File: src/rtl/dcache_direct_wb.sv
// ---------------------------------------------------------------------------
// dcache_direct_wb
//
// Direct-mapped, write-back, write-allocate data cache placed between the
// pipeline data port and a block-wide main-memory port.
//
// Hits complete in the request cycle without a stall. On a miss the cache
// stalls the pipeline. It writes back the dirty victim line, if there is one,
// and then refills the line. The request is completed in the IDLE cycle that
// follows the refill. A write miss merges its word into the refilled line in
// that cycle.
//
// Ports
//   clk          system clock, all state updates on the rising edge
//   rst_n        synchronous active-low reset
//   proc_ren     read request  (held stable by the pipeline while stalled)
//   proc_wen     write request (held stable while stalled; wins over ren)
//   proc_addr    word address: [1:0] offset, [4:2] index, [29:5] tag
//   proc_wdata   write data
//   proc_stall   1 = request not completed this cycle (combinational)
//   proc_rdata   word selected by proc_addr from the indexed line
//   mem_read     refill request (registered, follows state)
//   mem_write    write-back request (registered, follows state)
//   mem_addr     block address {tag,index}
//   mem_wdata    victim line, word0 on [31:0]
//   mem_ready    one-cycle pulse: current memory transaction finished
//   mem_rdata    refill line, valid while mem_ready=1 during a refill
// ---------------------------------------------------------------------------
module dcache_direct_wb #(
  parameter  int NUM_BLOCKS      = 8,
  parameter  int WORDS_PER_BLOCK = 4,
  parameter  int ADDR_W          = 30,
  localparam int IDX_W           = $clog2(NUM_BLOCKS),
  localparam int OFF_W           = $clog2(WORDS_PER_BLOCK),
  localparam int TAG_W           = ADDR_W - IDX_W - OFF_W,
  localparam int BLK_W           = ADDR_W - OFF_W,
  localparam int LINE_W          = 32 * WORDS_PER_BLOCK
) (
  input  logic              clk,
  input  logic              rst_n,
  // pipeline side
  input  logic              proc_ren,
  input  logic              proc_wen,
  input  logic [ADDR_W-1:0] proc_addr,
  input  logic [31:0]       proc_wdata,
  output logic              proc_stall,
  output logic [31:0]       proc_rdata,
  // main-memory side
  output logic              mem_read,
  output logic              mem_write,
  output logic [BLK_W-1:0]  mem_addr,
  output logic [LINE_W-1:0] mem_wdata,
  input  logic              mem_ready,
  input  logic [LINE_W-1:0] mem_rdata
);

  typedef enum logic [1:0] {
    S_IDLE      = 2'd0,
    S_WRITEBACK = 2'd1,
    S_ALLOCATE  = 2'd2
  } state_t;

  state_t state;

  // Line storage. Data is kept as packed words per line so that word0 lands
  // on bits [31:0] when a whole line moves to or from memory.
  logic [NUM_BLOCKS-1:0]                 valid;
  logic [NUM_BLOCKS-1:0]                 dirty;
  logic [TAG_W-1:0]                      tags [NUM_BLOCKS];
  logic [WORDS_PER_BLOCK-1:0][31:0]      data [NUM_BLOCKS];

  // Address fields of the present request.
  logic [IDX_W-1:0] idx;
  logic [OFF_W-1:0] off;
  logic [TAG_W-1:0] tag;

  assign off = proc_addr[OFF_W-1:0];
  assign idx = proc_addr[OFF_W +: IDX_W];
  assign tag = proc_addr[ADDR_W-1 -: TAG_W];

  logic req;
  logic hit;

  assign req = proc_ren | proc_wen;
  assign hit = valid[idx] & (tags[idx] == tag);

  // Stall depends only on state, arrays and the present request. There is
  // deliberately no path from mem_ready. The refill lands at the edge, and
  // the following IDLE cycle then sees a hit.
  always_comb begin
    // NOTE: assign a default first so no path through the block leaves the
    // output unassigned; otherwise a latch is inferred.
    proc_stall = 1'b1;
    if (state == S_IDLE) begin
      proc_stall = req & ~hit;
    end
  end

  assign proc_rdata = data[idx][off];

  // Single-block FSM. The memory-side outputs are registered and are loaded
  // on the edge that enters each state, so they are pure functions of state.
  always_ff @(posedge clk) begin
    if (!rst_n) begin
      // NOTE: state updates use non-blocking assignments so that every
      // right-hand side sees pre-edge values, regardless of statement order.
      state     <= S_IDLE;
      mem_read  <= 1'b0;
      mem_write <= 1'b0;
      mem_addr  <= '0;
      mem_wdata <= '0;
      valid     <= '0;
      dirty     <= '0;
      // NOTE: the tag and data arrays are cleared as well. After reset the
      // read port must show zeros, so these arrays stay flops and are not
      // mapped to RAM macros.
      for (int i = 0; i < NUM_BLOCKS; i++) begin
        tags[i] <= '0;
        data[i] <= '0;
      end
    end else begin
      unique case (state)
        S_IDLE: begin
          if (req) begin
            if (hit) begin
              // When ren and wen are both high, the access is a write.
              if (proc_wen) begin
                data[idx][off] <= proc_wdata;
                dirty[idx]     <= 1'b1;
              end
            end else if (valid[idx] && dirty[idx]) begin
              state     <= S_WRITEBACK;
              mem_write <= 1'b1;
              mem_addr  <= {tags[idx], idx};
              mem_wdata <= data[idx];
            end else begin
              state    <= S_ALLOCATE;
              mem_read <= 1'b1;
              mem_addr <= proc_addr[ADDR_W-1:OFF_W];
            end
          end
        end

        S_WRITEBACK: begin
          // The victim outputs stay frozen until memory accepts them. The
          // hand-over to refill occurs on one edge: write falls, read rises.
          if (mem_ready) begin
            state     <= S_ALLOCATE;
            mem_write <= 1'b0;
            mem_wdata <= '0;
            mem_read  <= 1'b1;
            mem_addr  <= proc_addr[ADDR_W-1:OFF_W];
          end
        end

        S_ALLOCATE: begin
          if (mem_ready) begin
            data[idx]  <= mem_rdata;
            tags[idx]  <= tag;
            valid[idx] <= 1'b1;
            dirty[idx] <= 1'b0;
            state      <= S_IDLE;
            mem_read   <= 1'b0;
            mem_addr   <= '0;
          end
        end

        default: begin
          state     <= S_IDLE;
          mem_read  <= 1'b0;
          mem_write <= 1'b0;
          mem_addr  <= '0;
          mem_wdata <= '0;
        end
      endcase
    end
  end

endmodule

File: config.mk
export PLATFORM = sky130hd
export DESIGN_NAME = dcache_direct_wb
export DESIGN_NICKNAME = d
export VERILOG_FILES = /design/src/rtl/dcache_direct_wb.sv
export SDC_FILE = /design/constraint.sdc
export NUM_CORES = 2
export LEC_CHECK = 0
export CORE_MARGIN = 8
export CORE_UTILIZATION = 30
export DETAILED_ROUTE_END_ITERATION = 10
export GPL_ROUTABILITY_DRIVEN = 0
export PLACE_DENSITY = 0.51
export RECOVER_POWER = 50
export SLEW_MARGIN = 20
export SYNTH_ARGS = -nofsm -noshare
export SYNTH_HDL_FRONTEND = slang
export SYNTH_SLANG_ARGS = --single-unit
File: constraint.sdc
create_clock -name clk -period 7.5 [get_ports clk]
set_input_delay 1.125 -clock clk [delete_from_list [all_inputs] [get_ports clk]]
set_output_delay 1.125 -clock clk [all_outputs]
set_load 0.03 [all_outputs]
==> impl_metrics.py <==
metrics = {
    "placement": {
        "numPortBuffers": 385,
        "dpl-instance-area_um2": 67400,
        "dp_hpwl_um": 168000,
    },
    "route": {
        "drcViolationCount": 0,
        "drt_iter0_drc": 6143,
        "drt-total-wl_um": 256000,
        "vias": 44600,
        "first_pass_iters": 6,
        "avgViaCountPerCell": 5.61,
        "antenna_left": 0,
        "routedWlPerCell_um": 32.3,
    },
    "sta": {
        "clock.fmax_mhz": 147,
        "max_slew_margin": -0.743,
        "fin_crit_ns": 6.81,
        "final.setup_skew_ns": 0.0717,
        "hold_slack_ns": 0.444,
        "setup_violations": 0,
        "finalHoldViolations": 0,
        "worst_slew_pin_slew_ns": 2.61,
        "slew_violations": 1185,
        "rsz0062_at_grt": "false",
        "tns_ns": 0,
        "fin_crit_sh": 0.908,
    },
    "pwr": {
        "irDropWorstVdd_mv": 0.229,
        "p_per_area_nw_per_um2": 256,
        "p_leak_nw": 26.3,
        "finalPower_mw": 18.5,
    },
    "final_layout": {
        "fin_util": 0.362,
        "multi_input_area_um2": 17900,
        "syn_to_final_growth_pct": 19.7,
        "final_common_cell": "edfxtp_1",
        "nFillCells": 19700,
        "finalNetCount": 5325,
        "finalInstanceArea_um2": 72300,
        "drive_gt1_frac": 0.106,
        "final_cell_mix": "1224 x edfxtp_1, 923 x nor2_1, 396 x a22oi_1",
        "ff_latch_area_um2": 40300,
    },
    "worst_setup_path": {
        "worstSetupPathType": "in -> reg",
        "startpoint_type": "primary input",
        "r2r-start": "state[0]$_SDFFE_PN0P_",
        "crit_arrival_ns": 7.35,
        "end_kind": "flip-flop",
        "startpoint": "proc_addr[2]",
        "required_ns": 8.04,
        "path_max_fanout": 37,
    },
    "clock_tree": {
        "clk_pin_slew_worst_paths_ns": 0.06,
        "clock_path_buffers": 3,
        "clock-sinks": 1400,
        "cts_buffers": 156,
        "post-cts-setup-buffer-count": 0,
        "cts_tree": "done",
        "clk_latency_ns": 0.82,
        "cts_resized": 0,
        "holdBufCountCts": 0,
        "root_buffer": "clkbuf_16",
        "h-tree-depth": 4,
    },
    "status": {
        "violations": "max-capacitance violations, max-slew violations",
        "status": "complete, but fails checks",
    },
    "yosys": {
        "synth_area_per_cell_um2": 12.6,
        "synth.area.top_cells": "edfxtp_1 61%, dfxtp_1 5.8%, nor2_1 5.8%",
        "ys_ff_latch": 1400,
        "synth_edf_count": 1224,
        "synthCells": 4808,
        "ys.flop_type": "edfxtp_1",
        "synth_top_cell_area_share": 0.609,
        "yosysUniqueCellTypes": 61,
        "synth_warnings": 0,
        "ys_seq_area_frac": 0.667,
        "syn-num-nets": 5003,
        "async_flop_share": 0,
        "synthesis.area_um2": 60400,
        "synth_largest_area_cell": "edfxtp_1",
    },
    "floorplanning": {
        "core_area_um2": 200000,
        "ios": 386,
        "dieArea_um2": 216000,
        "row_count": 164,
        "die_w_um": 465,
        "dieHeight_um": 465,
        "initial_core_util": 0.302,
    },
    "run": {
        "maxCapViolCount": 41,
    },
    "worst_hold_path": {
        "hp-class": "reg -> reg",
        "hold_start": "valid[7]$_SDFFE_PN0P_",
    },
    "grt": {
        "grt_max_degree": 127,
        "grt_overflow": 0,
        "grt_pass1_wl_um": 353000,
        "groute.usage.overall": 0.227,
        "antenna_found_initial": 26,
        "first_global_vias": 43100,
    },
}
## sequential cells by signal (all words and copies together), names as in the netlist, named ones only
register	count
mem_addr	28
valid	8
mem_wdata	128
tags	200
data	1024
mem_write	1
mem_read	1
state	2
## power by group
part | leakage [nW] | switching (mW) | internal [mW]
registers | 14.1 | 0.0866 | 8.74
clock network | 2.47 | 3.37 | 4.36
logic | 9.77 | 1.47 | 0.492
## final timing paths
| check | to | depth (start not counted) | slack (ns) |
|---|---|---|---|
| max | data[3][78]$_SDFFCE_PN0P_ | 12 | 0.69 |
| min | valid[7]$_SDFFE_PN0P_ | 2 | 0.44 |
| max reg2reg | data[1][3]$_SDFFCE_PN0P_ | 6 | 1.17 |
| min reg2reg | valid[7]$_SDFFE_PN0P_ | 2 | 0.44 |
## metrics by stage
step           setup WS (ns)  instances
3_5_place_dp           0.914       7628
2_1_floorplan           1.47       4808
6_report               0.691       7944
4_1_cts                0.910       7916
5_1_grt                0.581       7919
3_3_place_gp           0.921       7625
## synthesized netlist by cell type (all sizes together), types with 43 or more instances
library cell  number
mux4              51
edfxtp          1224
nand2            374
clkbuf           251
nor2             927
a22oi            396
dfxtp            176
buf              160
o21ai             43
mux2i            196
nand4            123
nor3             274
mux2              64
and3              91
nand3             44
a21oi            147
## worst max-delay path: stages
cell and delay (ns):
buf_4 0.51, buf_4 0.35, and2_0 0.18, clkbuf_1 0.56, a22oi_1 0.28, a21oi_1 0.28, nor2_1 0.07, nand4_1 0.07
or4_1 1.09, o31a_1 1.57, nand2_2 0.72, buf_12 0.39
## cell families (layout without fill, tap and decap cells)
group,Yosys count,in the layout,synth area share
other,0,28,0
DFF,1400,1400,0.667
and+or+nand+nor,1909,1909,0.138
AOI/OAI and AO/OA,751,751,0.0918
xor gates and xnor gates,10,10,0.00145
buffers and inverters,427,879,0.0381
muxes,311,311,0.0637
## final cells by class
| cell class | instances | area share |
|---|---|---|
| Antenna cell | 28 | 0.000969 |
| Sequential cell | 1400 | 0.557 |
| Clock buffer | 211 | 0.0593 |
| Inverter | 16 | 0.000831 |
| Clock inverter | 77 | 0.0111 |
| Multi-Input combinational cell | 2981 | 0.248 |
| Timing Repair Buffer | 575 | 0.0766 |
| Tap cell | 2656 | 0.0460 |
## per-layer routing
metal	routed length [um]	global-route usage	up-vias	share of wire
li1	-	-	18700	-
met1	98900	0.297	22700	0.39
met2	115000	0.349	2711	0.45
met3	25900	0.0510	468	0.10
met4	16500	0.129	10	0.064
met5	62	0	-	0.00024
No activity file was read; power rests on OpenSTA's default activity.
